===== config.mk =====
export PLATFORM = sky130hd
export DESIGN_NAME = reg_writeback_scheduler_flat
export DESIGN_NICKNAME = d
export VERILOG_FILES = /design/src/rtl/reg_writeback_scheduler_if.sv /design/src/rtl/reg_writeback_scheduler.sv /design/src/flat_wrapper.sv
export SDC_FILE = /design/constraint.sdc
export NUM_CORES = 1
export LEC_CHECK = 0
export CAP_MARGIN = 10
export CORE_UTILIZATION = 49
export DETAILED_ROUTE_END_ITERATION = 12
export PLACE_DENSITY = 0.76
export SLEW_MARGIN = 20
export SYNTH_ARGS = -nofsm -noshare
export SYNTH_HDL_FRONTEND = slang
export SYNTH_SLANG_ARGS = --single-unit

===== constraint.sdc =====
create_clock -name clk -period 2.7 [get_ports clk]
set_input_delay 0.54 -clock clk [delete_from_list [all_inputs] [get_ports clk]]
set_output_delay 0.54 -clock clk [all_outputs]
set_load 0.05 [all_outputs]

===== src/rtl/reg_writeback_scheduler_if.sv =====
// Write-back port bundle: ALU result, load-result handshake, register-file write port and status.
interface reg_writeback_scheduler_if #(
    parameter int N     = 32,
    parameter int DEPTH = 4
);
    localparam int CW = $clog2(DEPTH) + 1;

    logic           alu_valid;
    logic [4:0]     alu_addr;
    logic [N-1:0]   alu_data;
    logic           ld_valid;
    logic           ld_ready;
    logic [4:0]     ld_addr;
    logic [N-1:0]   ld_data;
    logic           WE3;
    logic [4:0]     A3;
    logic [N-1:0]   WD3;
    logic [15:0]    pend_mask;
    logic [CW-1:0]  fifo_count;
    logic [7:0]     drop_cnt;

    modport master (
        output alu_valid, alu_addr, alu_data, ld_valid, ld_addr, ld_data,
        input  ld_ready, WE3, A3, WD3, pend_mask, fifo_count, drop_cnt
    );

    modport slave (
        input  alu_valid, alu_addr, alu_data, ld_valid, ld_addr, ld_data,
        output ld_ready, WE3, A3, WD3, pend_mask, fifo_count, drop_cnt
    );
endinterface


===== src/rtl/reg_writeback_scheduler.sv =====
// Merges ALU results and buffered load results onto a single register-file write port.
// ALU results always win; queued loads that an ALU write overtakes are squashed in place.
module reg_writeback_scheduler #(
    parameter int N     = 32,
    parameter int DEPTH = 4
) (
    input  logic clk,
    input  logic rst,
    reg_writeback_scheduler_if.slave bus
);
    localparam int PW = $clog2(DEPTH);
    localparam int CW = PW + 1;

    logic [DEPTH-1:0] ent_vld_q, ent_vld_d;
    logic [4:0]       ent_addr_q [DEPTH];
    logic [N-1:0]     ent_data_q [DEPTH];
    logic [PW-1:0]    rd_ptr_q, rd_ptr_d;
    logic [PW-1:0]    wr_ptr_q, wr_ptr_d;
    logic [CW-1:0]    count_q, count_d;
    logic             we_q, we_d;
    logic [4:0]       a3_q, a3_d;
    logic [N-1:0]     wd3_q, wd3_d;
    logic [7:0]       drop_q, drop_d;

    logic       alu_legal, ld_acc, ld_ok, fifo_empty;
    logic       push, pop, bypass;
    logic [1:0] drop_inc;
    logic [8:0] drop_sum;
    logic [15:0] pend;

    // Register 0 is hard zero and register 15 is the PC; bit 4 selects a non-scalar file.
    function automatic logic legal(input logic [4:0] a);
        return !a[4] && (a[3:0] != 4'd0) && (a[3:0] != 4'd15);
    endfunction

    assign bus.ld_ready = rst && (count_q < CW'(DEPTH));
    assign alu_legal    = bus.alu_valid && legal(bus.alu_addr);
    assign ld_acc       = bus.ld_valid && bus.ld_ready;
    assign ld_ok        = ld_acc && legal(bus.ld_addr);
    assign fifo_empty   = (count_q == '0);

    always_comb begin
        we_d      = 1'b0;
        a3_d      = a3_q;
        wd3_d     = wd3_q;
        ent_vld_d = ent_vld_q;
        rd_ptr_d  = rd_ptr_q;
        wr_ptr_d  = wr_ptr_q;
        pop       = 1'b0;
        bypass    = 1'b0;
        push      = 1'b0;

        if (alu_legal) begin
            we_d  = 1'b1;
            a3_d  = bus.alu_addr;
            wd3_d = bus.alu_data;
            for (int i = 0; i < DEPTH; i++) begin
                if (ent_vld_q[i] && (ent_addr_q[i] == bus.alu_addr)) begin
                    ent_vld_d[i] = 1'b0;
                end
            end
        end else if (!fifo_empty) begin
            pop = 1'b1;
            if (ent_vld_q[rd_ptr_q]) begin
                we_d  = 1'b1;
                a3_d  = ent_addr_q[rd_ptr_q];
                wd3_d = ent_data_q[rd_ptr_q];
            end
            ent_vld_d[rd_ptr_q] = 1'b0;
            rd_ptr_d = rd_ptr_q + 1'b1;
        end else if (ld_ok) begin
            bypass = 1'b1;
            we_d   = 1'b1;
            a3_d   = bus.ld_addr;
            wd3_d  = bus.ld_data;
        end

        // A load to the same register as the concurrent ALU result is already stale.
        push = ld_ok && !bypass && !(alu_legal && (bus.ld_addr == bus.alu_addr));
        if (push) begin
            ent_vld_d[wr_ptr_q] = 1'b1;
            wr_ptr_d = wr_ptr_q + 1'b1;
        end

        count_d = count_q + CW'(push) - CW'(pop);

        drop_inc = 2'(bus.alu_valid && !legal(bus.alu_addr))
                 + 2'(ld_acc && !legal(bus.ld_addr));
        drop_sum = {1'b0, drop_q} + 9'(drop_inc);
        drop_d   = drop_sum[8] ? 8'hFF : drop_sum[7:0];
    end

    always_ff @(posedge clk or negedge rst) begin
        if (!rst) begin
            ent_vld_q <= '0;
            rd_ptr_q  <= '0;
            wr_ptr_q  <= '0;
            count_q   <= '0;
            we_q      <= 1'b0;
            a3_q      <= '0;
            wd3_q     <= '0;
            drop_q    <= '0;
        end else begin
            ent_vld_q <= ent_vld_d;
            rd_ptr_q  <= rd_ptr_d;
            wr_ptr_q  <= wr_ptr_d;
            count_q   <= count_d;
            we_q      <= we_d;
            a3_q      <= a3_d;
            wd3_q     <= wd3_d;
            drop_q    <= drop_d;
        end
    end

    // Payload storage needs no reset; the valid bits qualify it.
    always_ff @(posedge clk) begin
        if (push) begin
            ent_addr_q[wr_ptr_q] <= bus.ld_addr;
            ent_data_q[wr_ptr_q] <= bus.ld_data;
        end
    end

    always_comb begin
        pend = '0;
        for (int i = 0; i < DEPTH; i++) begin
            if (ent_vld_q[i]) begin
                pend[ent_addr_q[i][3:0]] = 1'b1;
            end
        end
        if (we_q) begin
            pend[a3_q[3:0]] = 1'b1;
        end
    end

    assign bus.WE3        = we_q;
    assign bus.A3         = a3_q;
    assign bus.WD3        = wd3_q;
    assign bus.pend_mask  = pend;
    assign bus.fifo_count = count_q;
    assign bus.drop_cnt   = drop_q;
endmodule

===== src/flat_wrapper.sv =====
// flat-port wrapper written by rule: the top's interface ports become plain ports
module reg_writeback_scheduler_flat 
#(
    parameter int N     = 32,
    parameter int DEPTH = 4
)
  (clk, rst, bus_alu_valid, bus_alu_addr, bus_alu_data, bus_ld_valid, bus_ld_addr, bus_ld_data, bus_ld_ready, bus_WE3, bus_A3, bus_WD3, bus_pend_mask, bus_fifo_count, bus_drop_cnt);
  reg_writeback_scheduler_if #(.N(N), .DEPTH(DEPTH)) bus_i ();
  input  logic clk;
  input  logic rst;
  input wire logic [$bits(bus_i.alu_valid)-1:0] bus_alu_valid;
  input wire logic [$bits(bus_i.alu_addr)-1:0] bus_alu_addr;
  input wire logic [$bits(bus_i.alu_data)-1:0] bus_alu_data;
  input wire logic [$bits(bus_i.ld_valid)-1:0] bus_ld_valid;
  input wire logic [$bits(bus_i.ld_addr)-1:0] bus_ld_addr;
  input wire logic [$bits(bus_i.ld_data)-1:0] bus_ld_data;
  output wire logic [$bits(bus_i.ld_ready)-1:0] bus_ld_ready;
  output wire logic [$bits(bus_i.WE3)-1:0] bus_WE3;
  output wire logic [$bits(bus_i.A3)-1:0] bus_A3;
  output wire logic [$bits(bus_i.WD3)-1:0] bus_WD3;
  output wire logic [$bits(bus_i.pend_mask)-1:0] bus_pend_mask;
  output wire logic [$bits(bus_i.fifo_count)-1:0] bus_fifo_count;
  output wire logic [$bits(bus_i.drop_cnt)-1:0] bus_drop_cnt;
  assign bus_i.alu_valid = bus_alu_valid;
  assign bus_i.alu_addr = bus_alu_addr;
  assign bus_i.alu_data = bus_alu_data;
  assign bus_i.ld_valid = bus_ld_valid;
  assign bus_i.ld_addr = bus_ld_addr;
  assign bus_i.ld_data = bus_ld_data;
  assign bus_ld_ready = bus_i.ld_ready;
  assign bus_WE3 = bus_i.WE3;
  assign bus_A3 = bus_i.A3;
  assign bus_WD3 = bus_i.WD3;
  assign bus_pend_mask = bus_i.pend_mask;
  assign bus_fifo_count = bus_i.fifo_count;
  assign bus_drop_cnt = bus_i.drop_cnt;
  reg_writeback_scheduler #(.N(N), .DEPTH(DEPTH)) u_core (.clk(clk), .rst(rst), .bus(bus_i));
endmodule

* After elaboration in Yosys (flattened, before gate mapping) *
Memory sizes are Yosys's and may differ from the RTL's.
Index checks and enable logic that the tools add are counted.

storage, ports and cells
  register bits after elaboration = 57
  bits in writable memories = 148
  input bits = 78
  output and inout port bits = 66
  word-level logic and storage cells = 131
  memories kept = 2

memories
  memory             depth  bits a word  read ports  clocked after Yosys merged registers in  wr ports  line                           RTL
  u_core.ent_data_q  4      32           1           0                                        1         reg_writeback_scheduler.sv:16  logic [N-1:0] ent_data_q [DEPTH];
  u_core.ent_addr_q  4      5            5           0                                        1         reg_writeback_scheduler.sv:15  logic [4:0] ent_addr_q [DEPTH];

operators by class
  add/subtract/negate cells = 6
  $lt $le $gt $ge = 15
  equality and inequality tests = 8
  muxes and demuxes = 47
  bitwise logic cells = 9
  reduce and logical (&&, ||, !) cells = 36

operators with widths
  operator                                                            number
  2-to-1 mux 32 bit                                                   4
  2-to-1 mux 16 bit                                                   5
  OR 16 bit                                                           4
  equality test 5 bit                                                 5
  less-than comparator 4 x 5 -> 1 bit (second input constant)         5
  logical AND 1 bit                                                   24
  2-to-1 mux 1 bit                                                    22
  demux 1 bit (select 4 bit)                                          5
  greater-or-equal comparator 4 x 1 -> 1 bit (second input constant)  5
  2-to-1 mux 5 bit                                                    4
  2-to-1 mux 4 bit                                                    3
  adder 8 x 2 -> 9 bit                                                1
  2-to-1 mux 8 bit                                                    1
  != test 4 bit (second input constant)                               2
  nonzero test 4 bit                                                  2
  zero test 1 bit                                                     6
  less-than comparator 2 x 3 -> 1 bit (second input constant)         2
  adder 2 x 1 -> 2 bit (second input constant)                        2
  bitwise AND 4 bit                                                   1
  demux 1 bit (select 2 bit)                                          2
  greater-or-equal comparator 2 x 1 -> 1 bit (second input constant)  2
  inverter 4 bit                                                      1
  OR 4 bit                                                            1
  AND reduction 2 bit                                                 2
  9 further kinds                                                     10

* Logic depth before layout (Yosys ltp) *
  depth after elaboration = 13
  mapped depth = 12
  mapped depth without buffers = 10

* Least setup slack after synthesis *
OpenSTA, ideal clock, no wires.

  path type = register to output
  start point = register u_core.a3_q[0], in the netlist u_core.bus.A3[0]
  end point = output bus_pend_mask[3]
  data arrival time = 2.726 ns
  data required time = 2.160 ns
  setup slack = -0.566 ns
  stages on the path, launching flop included = 3
  buffers on the path = 0
  path through = dfrtp_1 > nand3_1 > o311ai_0

between the ends
  longest elaborated chain between the ends = 6
  elaborated cells on any way between the ends = 7
  classes of those cells = order compare: 2; mux: 3; bitwise: 1; reduce/logical: 1

ends and longest elaborated chain
  what                                                                                                                     line                            RTL
  from (decl)                                                                                                              reg_writeback_scheduler.sv:21   logic [4:0] a3_q, a3_d;
  from (signal assigned)                                                                                                   reg_writeback_scheduler.sv:100  a3_q <= '0;
  from (signal assigned)                                                                                                   reg_writeback_scheduler.sv:109  a3_q <= a3_d;
  less-than comparator 4 x 5 -> 1 bit (not written as such) or greater-or-equal comparator 4 x 1 -> 1 bit (tied branches)  reg_writeback_scheduler.sv:131  pend[a3_q[3:0]] = 1'b1;
  logical AND 1 bit (not written as such)                                                                                  reg_writeback_scheduler.sv:131
  2-to-1 mux 1 bit (not written as such)                                                                                   reg_writeback_scheduler.sv:131
  demux 1 bit (select 4 bit) (*)                                                                                           -
  OR 16 bit (no source line) (*)                                                                                           -
  2-to-1 mux 16 bit (*)                                                                                                    reg_writeback_scheduler.sv:130  if (we_q) begin
  to (decl)                                                                                                                flat_wrapper.sv:21              output wire logic [$bits(bus_i.pend_mask)-1:0] bus_pend_mask;

Mark *: on every way between the ends. The rest lies on a longest branch, timed or not.

==> impl_metrics.yaml <==
status:
  outcome: "finished, final reports clean"
sta:
  min_period_ns: 2.64
  grt_setup_unrepaired: "no"
  fin_worst_skew_ns: 0.0175
  worst-slew-pin-transition_ns: 0.807
  setup_tns_ns: 0
  timing.final.hold_violations: 0
  period_share_pct: 97.8
  report.final.setup_viol: 0
  report.final.slew_viol_count: 0
  worst_slew_margin_rel_pct: 46.2
  max_clock_freq_ghz: 0.379
  worst_case_hold_slack_ns: 0.310
critical_path:
  timing.setup.critical_path_class: "flip-flop to output pin"
  worst_ep_required_time_ns: 2.16
  rr_endpoint: "u_core.bus.fifo_count[2]"
  worst-r2r-cell-count: 8
  critical_path.reg2reg.startpoint: "u_core.bus.fifo_count[2]"
  critPathCaptureType: "output pin"
  arrival_ns: 2.10
  crit_path_launch_type: "flip-flop"
  reg2reg_slack_ns: 0.52
  worst-path-max-fanout: 11
placement:
  io_buffer_count: 143
  gp_routability_congestion: 0.998
  detailed_place_hpwl_um: 16200
yosys:
  ys_ff_latch: 205
  postSynthNetCount: 849
  synth-seq-area-share_pct: 61.2
  yosysWarningCount: 0
  avgSynthCellArea_um2: 12.7
  synth_flop_cell: "edfxtp_1"
  async_flop_share_pct: 27.8
  syn_inst: 758
  synth_enable_flop_cells: 148
  unique_cell_type_count_in_the_yosys_netlist: 48
  syn-cell-area_um2: 9600
clock_network:
  tritoncts: "done"
  cts_max_level: 1
  clk_pin_slew_worst_setup_hold_paths_ns: 0.06
  clock-sinks: 205
  clk_latency_ns: 0.50
  ctsRootBufferMaster: "clkbuf_16"
  cts_resized: 0
  cts_made_buffers: 21
  cts_max_path_buffers: 3
  holdBufCountCts: 0
  post-cts-setup-buffers: 0
die:
  dieArea_um2: 20100
  floorplan.initialDensity_pct: 50.6
  core_area_um2: 19000
  io-pin-count: 144
  die_height_um: 142
  die_width_um: 142
  rows: 50
grt:
  grt_pass1_wl_um: 37500
  global_route.usage.total_pct: 24.3
  antenna_violations_before_repair: 0
  global_route_total_overflow: 0
  vias_in_the_first_global_route: 6996
  grt_start_max_net_pins: 58
pwr:
  power_per_cell_area_nw_per_um2: 1030
  power.ir.vdd_worst_v: 0.000701
  power.leakage_nw: 4.56
finish:
  post_route_cells_drive_above_1_share_pct: 17.7
  area_growth_syn_to_layout_pct: 29.4
  antenna_cells_inserted: 0
  finish.net_count: 1023
routing:
  routed_wire_length_um: 23700
  avgViaCountPerCell: 5.70
  detail_route.iter0.violations: 554
  dr_total_vias: 6878
  first_pass_iters: 5
  drt-wirelength-per-cell_um: 19.7
  drt.antenna.violating_nets: 0
  post-route-drc-count: 0
hold_path:
  min_path_type: "primary input to async pin"
job:
  drv_cap: 0
## cell type report
type                       count  area [um^2]
multi-input combinational    490         3450
clock buffer                  26          564
inverter                      12         45.0
timing repair buffer         202         1990
fill                        1348         6540
sequential                   205         5870
clock inverter                12          168
tap                          260          325
## per-layer routing
layer | global-route usage, % | vias to the layer above | wire length [um]
met4 | 7.81 | 0 | 509
met5 | 0 | - | 0
li1 | - | 3153 | -
met3 | 3.36 | 43 | 1620
met1 | 32.3 | 3388 | 9610
met2 | 41.6 | 294 | 12000
## power breakdown
part | internal (mW) | switching, mW
Combinational | 2.18 | 3.32
Clock | 1.88 | 1.16
Sequential | 3.87 | 0.405
## synthesized netlist by cell type (all sizes together) (6+ instances only)
cell type	instances	area share (%)
xnor2	15	1.4
nor3b	6	0.47
a22oi	15	1.2
nor2b	10	0.65
nor2	50	2.0
nand2	110	4.3
and2	6	0.39
buf	28	2.0
o21ai	39	2.0
nand4	9	0.59
xor2	16	1.5
dfrtp	57	15
edfxtp	148	46
clkbuf	23	0.90
a21oi	38	2.0
nand3b	7	0.55
nand3	68	3.5
ha	11	1.4
nor3	6	0.31
mux4	38	8.9
inv	12	0.47
nand2b	6	0.39
## layout by cell type (no fill, tap or decap), types with 3 or more instances in the layout
master	instances
ha_1	9
bufinv_16	4
nor3_1	5
o21ai_0	38
a31oi_1	4
nor2b_1	10
nand3b_1	7
nor3b_1	6
nand2b_1	6
inv_1	10
and2_4	5
clkbuf_1	3
dfrtp_1	55
nand4_1	9
nand2_1	110
a32o_1	4
and3_1	3
or3_1	3
clkbuf_16	21
xnor2_1	14
nor4_1	4
nor2_1	50
nand3_1	68
clkdlybuf4s50_1	125
a32oi_1	3
xor2_1	16
mux4_2	38
a21oi_1	38
buf_12	13
edfxtp_1	148
a22oi_1	15
clkinv_2	4
buf_4	63
## critical path, cell delays in order (launching register included)
cell	delay [ns]
edfxtp_1	0.62
nor2b_1	0.45
nand2b_1	0.10
nand2_1	0.07
a31oi_1	0.04
nand3_1	0.12
buf_4	0.20
## state kept, by name, summed over array words and instances, names as in the netlist
register,cells
u_core.ent_addr_q,20
u_core.ent_vld_q,4
u_core.ent_data_q,128
u_core.rd_ptr_q,2
u_core.bus.WE3,1
u_core.bus.A3,5
u_core.bus.drop_cnt,8
u_core.bus.WD3,32
u_core.bus.fifo_count,3
u_core.wr_ptr_q,2
## logic make-up after synthesis
kind of cell             share of synthesized area (%)
AND/OR/NAND/NOR                                   14.7
flip-flops                                        61.2
AO/OA/AOI/OAI                                     7.08
XOR/XNOR                                          2.83
adder cells (fa/ha/maj)                           1.85
buffers and inverters                             3.36
multiplexers                                      9.04
## per-stage QoR
step | cell area, um^2 | utilization [%] | std cells | setup WS (ns) | power [mW]
2_1_floorplan | 9650 | - | 758 | -0.109 | 8.02
6_report | 12400 | 65.5 | 1207 | 0.0605 | 12.8
4_1_cts | 12400 | 65.4 | 1203 | 0.0688 | 12.9
3_3_place_gp | 11700 | 61.5 | 1165 | -0.309 | 9.74
5_1_grt | 12400 | 65.5 | 1207 | 0.0109 | 13.4
3_5_place_dp | 11700 | 61.5 | 1165 | -0.350 | 9.82
## worst max path at each step
stage | cells after the start | startpoint | slack [ns] | endpoint
floorplan | 12 | bus_alu_addr[3] | -0.11 | u_core.bus.fifo_count[2]
global placement | 10 | bus_alu_addr[2] | -0.31 | u_core.bus.fifo_count[2]
detailed placement | 10 | bus_alu_addr[2] | -0.35 | u_core.bus.fifo_count[2]
CTS | 6 | u_core.ent_addr_q[2][2] | 0.07 | bus_pend_mask[7]
global route | 6 | u_core.ent_addr_q[2][3] | 0.01 | bus_pend_mask[7]
finish | 6 | u_core.ent_addr_q[2][3] | 0.06 | bus_pend_mask[7]
Note: power is estimated with default switching activity, not from simulation.
